$ cat config.mk
export PLATFORM = sky130hd
export DESIGN_NAME = sdp_nrdma_bn_operand_align
export DESIGN_NICKNAME = d
export VERILOG_FILES = /design/src/rtl/sdp_nrdma_bn_operand_align.sv
export SDC_FILE = /design/constraint.sdc
export NUM_CORES = 1
export LEC_CHECK = 0
export CAP_MARGIN = 20
export CORE_AREA = 2 2 222 224
export CTS_BUF_LIST = sky130_fd_sc_hd__clkbuf_8
export DETAILED_ROUTE_END_ITERATION = 10
export DIE_AREA = 0 0 224 226
export PLACE_DENSITY = 0.83
export SYNTH_ARGS = -nofsm -noshare
export SYNTH_HDL_FRONTEND = slang
export SYNTH_SLANG_ARGS = --single-unit
$ cat constraint.sdc
create_clock -name nvdla_core_clk -period 4.13 [get_ports nvdla_core_clk]
set_input_delay 0.826 -clock nvdla_core_clk [delete_from_list [all_inputs] [get_ports nvdla_core_clk]]
set_output_delay 0.826 -clock nvdla_core_clk [all_outputs]
set_load 0.01 [all_outputs]
$ cat src/rtl/sdp_nrdma_bn_operand_align.sv
// sdp_nrdma_bn_operand_align: joins N-RDMA ALU/MUL operand streams into registered BN operand beats.
// Optional stall counter output dp2reg_align_stall when SDP_NRDMA_ALIGN_PERF_EN is defined.
module sdp_nrdma_bn_operand_align #(
   parameter int DW  = 128,
   parameter int CPW = 8
) (
   input  logic          nvdla_core_clk,
   input  logic          nvdla_core_rstn,
   input  logic          op_load,
   input  logic [1:0]    reg2dp_nrdma_data_use,
   input  logic          reg2dp_nrdma_data_mode,
   input  logic [12:0]   reg2dp_width,
   input  logic [12:0]   reg2dp_height,
   input  logic [12:0]   reg2dp_channel,
   input  logic          nrdma_alu_valid,
   output logic          nrdma_alu_ready,
   input  logic [DW-1:0] nrdma_alu_pd,
   input  logic          nrdma_mul_valid,
   output logic          nrdma_mul_ready,
   input  logic [DW-1:0] nrdma_mul_pd,
   output logic          bn_op_valid,
   input  logic          bn_op_ready,
   output logic [DW-1:0] bn_op_alu_pd,
   output logic [DW-1:0] bn_op_mul_pd,
   output logic          bn_op_last,
   output logic          layer_done
`ifdef SDP_NRDMA_ALIGN_PERF_EN
   ,
   output logic [31:0]   dp2reg_align_stall
`endif
);
   typedef enum logic [1:0] {IDLE, FETCH, EMIT, DONE} state_t;
   state_t      state, state_nxt;
   logic        use_alu, use_mul, mode;
   logic [25:0] spat_m1, sp_cnt, sp_nxt;
   logic [12:0] grp_m1, grp_cnt, grp_nxt;
   logic [26:0] spat;
   logic        load, accept, at_sp_end, at_last, in_ok, fetch_slot, pop;
   assign spat       = ({14'd0, reg2dp_width} + 27'd1) * ({14'd0, reg2dp_height} + 27'd1);
   assign load       = state == IDLE && op_load;
   assign accept     = bn_op_valid && bn_op_ready;
   assign at_sp_end  = sp_cnt == spat_m1;
   assign at_last    = at_sp_end && grp_cnt == grp_m1;
   assign in_ok      = (!use_alu || nrdma_alu_valid) && (!use_mul || nrdma_mul_valid);
   // per-element mode refills the output register in the same cycle the current beat leaves
   assign fetch_slot = state == FETCH || (state == EMIT && mode && accept && !at_last);
   assign pop        = fetch_slot && in_ok;
   assign nrdma_alu_ready = fetch_slot && use_alu && (!use_mul || nrdma_mul_valid);
   assign nrdma_mul_ready = fetch_slot && use_mul && (!use_alu || nrdma_alu_valid);
   assign sp_nxt  = load ? 26'd0 : !accept ? sp_cnt : at_sp_end ? 26'd0 : sp_cnt + 26'd1;
   assign grp_nxt = load ? 13'd0 : (accept && at_sp_end && grp_cnt != grp_m1) ? grp_cnt + 13'd1 : grp_cnt;
   assign state_nxt = state == IDLE  ? (op_load ? FETCH : IDLE) :
                      state == FETCH ? (pop ? EMIT : FETCH) :
                      state == EMIT  ? (!accept ? EMIT : at_last ? DONE :
                                        mode ? (pop ? EMIT : FETCH) : (at_sp_end ? FETCH : EMIT)) :
                      IDLE;
   always_ff @(posedge nvdla_core_clk or negedge nvdla_core_rstn) begin
      if (!nvdla_core_rstn) begin
         state        <= IDLE;
         use_alu      <= 1'b0;
         use_mul      <= 1'b0;
         mode         <= 1'b0;
         spat_m1      <= '0;
         grp_m1       <= '0;
         sp_cnt       <= '0;
         grp_cnt      <= '0;
         bn_op_valid  <= 1'b0;
         bn_op_last   <= 1'b0;
         layer_done   <= 1'b0;
         bn_op_alu_pd <= '0;
         bn_op_mul_pd <= '0;
      end else begin
         state       <= state_nxt;
         sp_cnt      <= sp_nxt;
         grp_cnt     <= grp_nxt;
         bn_op_valid <= state_nxt == EMIT;
         bn_op_last  <= state_nxt == EMIT && sp_nxt == spat_m1 && grp_nxt == grp_m1;
         layer_done  <= state_nxt == DONE;
         if (load) begin
            use_alu <= reg2dp_nrdma_data_use != 2'd0;
            use_mul <= reg2dp_nrdma_data_use != 2'd1;
            mode    <= reg2dp_nrdma_data_mode;
            spat_m1 <= spat[25:0] - 26'd1;
            grp_m1  <= reg2dp_channel >> $clog2(CPW);
         end
         if (pop) begin
            bn_op_alu_pd <= use_alu ? nrdma_alu_pd : '0;
            bn_op_mul_pd <= use_mul ? nrdma_mul_pd : '0;
         end
      end
   end
`ifdef SDP_NRDMA_ALIGN_PERF_EN
   always_ff @(posedge nvdla_core_clk or negedge nvdla_core_rstn) begin
      if (!nvdla_core_rstn)
         dp2reg_align_stall <= '0;
      else if (load)
         dp2reg_align_stall <= '0;
      else if ((state == FETCH || state == EMIT) && bn_op_ready && !bn_op_valid && dp2reg_align_stall != 32'hFFFF_FFFF)
         dp2reg_align_stall <= dp2reg_align_stall + 32'd1;
   end
`endif
endmodule
Word-level counts from Yosys, hierarchy flattened
Cells that the tools add are included.
{ "word_totals": {"register_bits": 339} }
{ "op_classes": {"add_sub_neg": 5, "n_mul": 1, "eq_ne": 10, "muxes": 16, "n_reduce_logical": 24} }
{ "op_table": {"columns": ["op", "n"], "rows": [
  ["128-bit 2-to-1 mux", 2],
  ["26-bit 2-to-1 mux", 3],
  ["26-bit == test", 2],
  ["13-bit by 1-bit adder with 14-bit output (second input constant)", 2],
  ["26-bit by 1-bit adder with 26-bit output (second input constant)", 1],
  ["13-bit by 10-bit == test with 1-bit output", 2],
  ["14-bit by 14-bit multiplier with 26-bit output", 1],
  ["13-bit 2-to-1 mux", 2],
  ["26-bit by 1-bit subtractor with 26-bit output (second input constant)", 1],
  ["1-bit logical AND", 16],
  ["2-bit 2-to-1 mux", 8],
  ["13-bit by 1-bit adder with 13-bit output (second input constant)", 1],
  ["13-bit by 10-bit != test with 1-bit output", 1],
  ["2-bit == test (second input constant)", 3],
  ["1-bit zero test", 3],
  ["1-bit logical OR", 3],
  ["2-bit by 1-bit == test with 1-bit output (second input constant)", 1],
  ["2-bit zero test", 1],
  ["2-bit by 1-bit != test with 1-bit output (second input constant)", 1],
  ["2-bit nonzero test", 1],
  ["1-bit 2-to-1 mux", 1]
]} }

Longest topological paths before layout
{ "logic_depth": {"word_depth": 16, "depth_mapped": 27} }

Worst setup path before layout
OpenSTA, ideal clock, no wires.
{ "synth_path": {"path_kind": "input-to-reg", "startpoint": "input port reg2dp_width[0]", "endpoint": "register spat_m1[25]", "setup_ns": 0.123, "t_arrival_ns": 6.926, "t_required_ns": 4.007, "setup_slack_ns": -2.919, "path_stages": 26, "n_path_buf": 0, "path_cell_list": "ha_1 nand3_1 nor3_1 and3_1 xnor2_1 nor2_1 fa_1 inv_1 fa_1 inv_1 fa_1 fa_1 fa_1 inv_1 fa_1 inv_1 ha_1 a21o_1 a21oi_1 o21ai_0 and3_1 a21oi_1 a31oi_1 o41ai_1 mux2i_1 nand2_1"} }
{ "synth_via": {"elab_chain_len": 3} }
{ "synth_lines": {"columns": ["item", "line_no", "text"], "rows": [
  ["start: declaration", "12", "input logic [12:0] reg2dp_width,"],
  ["13-bit by 1-bit adder with 14-bit output", "39", "assign spat = ({14'd0, reg2dp_width} + 27'd1) * ({14'd0, reg2dp_height} + 27'd1);"],
  ["14-bit by 14-bit multiplier with 26-bit output", "39", null],
  ["26-bit by 1-bit subtractor with 26-bit output", "83", "spat_m1 <= spat[25:0] - 26'd1;"],
  ["end signal: assignment", "83", null],
  ["end: declaration", "35", "logic [25:0] spat_m1, sp_cnt, sp_nxt;"]
]} }
Every way passes these cells.
A chain may end at the register's enable or synchronous reset.

Final worst setup path
{ "layout_path": {"startpoint": "input port reg2dp_width[1]", "endpoint": "register spat_m1[25]"} }
The elaborated chain is that of the path after synthesis.

==> results_dict.tcl <==
set metrics [dict create \
    ant_nets 0 \
    end_kind "flop" \
    grt_max_degree 104 \
    dieWidth_um 224 \
    firstDrtPassIters 5 \
    power_uw 30800 \
    start_kind "input port" \
    viasPerCell 5.53 \
    ys_ff_latch 339 \
    final_hold_viol_count 0 \
    syn_avg_cell_area_um2 9.58 \
    grt_pass1_wl_um 130000 \
    ys_seq_area_share_pct 39.4 \
    hold_class "in2async" \
    ios 565 \
    p_int_uw 17500 \
    final_max_slew_viol_count 0 \
    routed_wl_um 89000 \
    die_area_um2 50600 \
    htree_num_levels 2 \
    period_needed_ps 6520 \
    netlist_area_um2 21500 \
    port_buffers 561 \
    p_leak_uw 0.0153 \
    drt-initial-drc-count 1947 \
    violations "setup timing" \
    first_global_vias 20600 \
    pwr-share-seq_pct 18.9 \
    areaGrowthSynthToFinish_pct 50.5 \
    setup_violations 22 \
    synth_nets 2788 \
    clockBufferDepth 3 \
    relSlewSlack_pct 37.5 \
    groute.usage.overall_pct 34.5 \
    start_util_pct 44.6 \
    ir_worst_vdd_v 0.00111 \
    finalCritPeriodShare_pct 158 \
    critPathArrivalTime_ps 7050 \
    cts_root_buf "clkbuf_8" \
    preCtsSetupSlack_ps -3440 \
    path_class "in2reg" \
    place_congestion 0.971 \
    antenna_found_initial 32 \
    design.core.area_um2 48300 \
    cts_tree "built" \
    clkSlewWorstSetupHoldPaths_ps 60 \
    cp_max_fo 3 \
    num_rows 81 \
    grt_overflow 0 \
    clock_power_share_pct 10.2 \
    numCtsBuffers 58 \
    final_common_cell "clkdlybuf4s50_1" \
    skew_ps 37.5 \
    max-cap-violations 0 \
    worst_pin_slew_ps 937 \
    status "complete, but fails checks" \
    drc_errors 0 \
    layout_common_cells "clkdlybuf4s50_1 (539), nand2_1 (424), dfrtp_1 (338)" \
    rsz0062_at_grt "yes" \
    synth_ff_type "dfrtp_1" \
    final_cell_count_no_fill 3718 \
    ys_async_sr_fraction_pct 100 \
    netlist_instances 2248 \
    switching_share_pct 43.1 \
    finalNetCount 3574 \
    yosysUniqueCellTypes 75 \
    worst_skew_pair.late_latency_ps 640 \
    wl_per_cell_um 23.9 \
    synth_edf_count 0 \
    p_per_area_nw_per_um2 949 \
    die_h_um 226 \
    vias 20500 \
    post_route_cells_drive_above_1_share_pct 19.1 \
    place_hpwl_um 71400 \
    synth-warning-count 0 \
    pwr-share-comb_pct 70.9 \
    timing.fmax_mhz 153 \
    worst_slack_ps -2390 \
    clkSinkCount 339 \
    crit_required_ps 4660 \
    p_sw_uw 13300 \
    dp.cells 3523 \
]
==> per-stage QoR <==
step	utilization, %	area, µm²	hold slack [ps]	TNS (ps)
floorplan	-	22200	503	-38350
global placement	61.6	29800	461	-59490
detailed placement	61.6	29800	471	-62260
CTS	66.1	32000	239	-36050
global route	67.1	32400	253	-42800
finish	67.1	32400	204	-38940
==> sequential cells by signal, summed over array words and instances (netlist names) <==
signal,count
use_mul,1
state,2
sp_cnt,26
grp_cnt,13
use_alu,1
bn_op_alu_pd,128
mode,1
grp_m1,10
spat_m1,26
bn_op_mul_pd,128
bn_op_valid,1
layer_done,1
bn_op_last,1
==> synthesized netlist by cell type, types with 18 or more instances <==
cell type,instances,area share (%)
nand2_1,438,7.6
inv_1,220,3.8
a22o_1,131,5.3
nor4_1,18,0.52
a21oi_1,26,0.60
fa_1,154,14
xnor2_1,64,2.6
o21ai_0,163,3.8
nand3_1,37,0.86
and3_1,28,0.81
xor2_1,76,3.1
ha_1,82,4.8
clkbuf_1,100,1.7
nor2_1,133,2.3
dfrtp_1,339,39
and2_1,22,0.64
==> kinds of logic (layout without fill, tap and decap cells) <==
kind of cell             after synthesis  in the layout  synth area share [%]
AO/OA/AOI/OAI                        397            397                  12.6
XOR/XNOR                             145            145                  6.19
adder cells (fa/ha/maj)              236            236                  19.1
buffers and inverters                336           1167                  5.91
flip-flops                           339            339                  39.4
multiplexers                           8              8                 0.383
other                                  0             17                     0
AND/OR/NAND/NOR                      787            787                  16.5
==> worst max-delay path, cell delays in order <==
cell and delay, ps:
buf_8 70, nand4_1 150, buf_4 190, nor3_4 220, buf_6 130, nand3_4 110, xor2_4 210, buf_6 140
nor2_4 30, fa_1 510, inv_1 50, fa_1 500, inv_2 50, fa_1 550, fa_1 440, fa_1 520
inv_1 60, fa_1 500, inv_2 50, ha_4 210, o21a_1 110, o31a_1 130, o2111a_2 320, o2111ai_4 240
a31oi_4 130, o41ai_2 330, mux2i_1 230, nand2_1 70
==> power by group through the flow <==
stage               Clock [µW]  Combinational, µW  Sequential, µW
finish                    3150              21800            5810
global route              3330              23500            5920
CTS                       3180              20000            5760
detailed placement           0              17800            5810
global placement             0              17300            5720
floorplan                    0               9890            5850
==> repair_timing <==
item / 4_1_cts / 5_1_grt
cloned: 2 / 0
pin swaps: 107 / 67
endpoints found under the setup margin: 25 / 24
hold buffers: 0 / 0
buffers inserted: 50 / 27
gates resized for setup: 180 / 51
==> routing by layer <==
layer,vias to the layer above,GRT usage [%],wire (µm)
met1,10300,47.6,36300
met4,10,11.6,3100
li1,9017,-,-
met2,1043,53.3,40400
met3,170,8.57,9200
met5,-,0,63
==> path summary, 6_finish.rpt <==
path	start	end	slack, ps	cells after the start
worst min-delay path	nvdla_core_rstn	bn_op_mul_pd[93]	200	1
worst max register to register	sp_cnt[0]	bn_op_last	540	11
worst min register to register	bn_op_mul_pd[67]	bn_op_mul_pd[67]	480	2
max in group asynchronous	nvdla_core_rstn	bn_op_alu_pd[84]	2820	2
worst max-delay path	reg2dp_width[1]	spat_m1[25]	-2390	28
min in group nvdla_core_clk	bn_op_mul_pd[67]	bn_op_mul_pd[67]	480	2
==> cell type report <==
type                    instances  area (µm²)
flip-flops and latches        339        8490
fillers                      3743       15900
well taps                     622         778
diodes                         17        42.5
clock buffers                  76        1050
clock inverters                29         163
multi-input cells            1573       13000
inverters                     220         826
repair buffers                842        8120
Power figures use the tool's default switching activity.
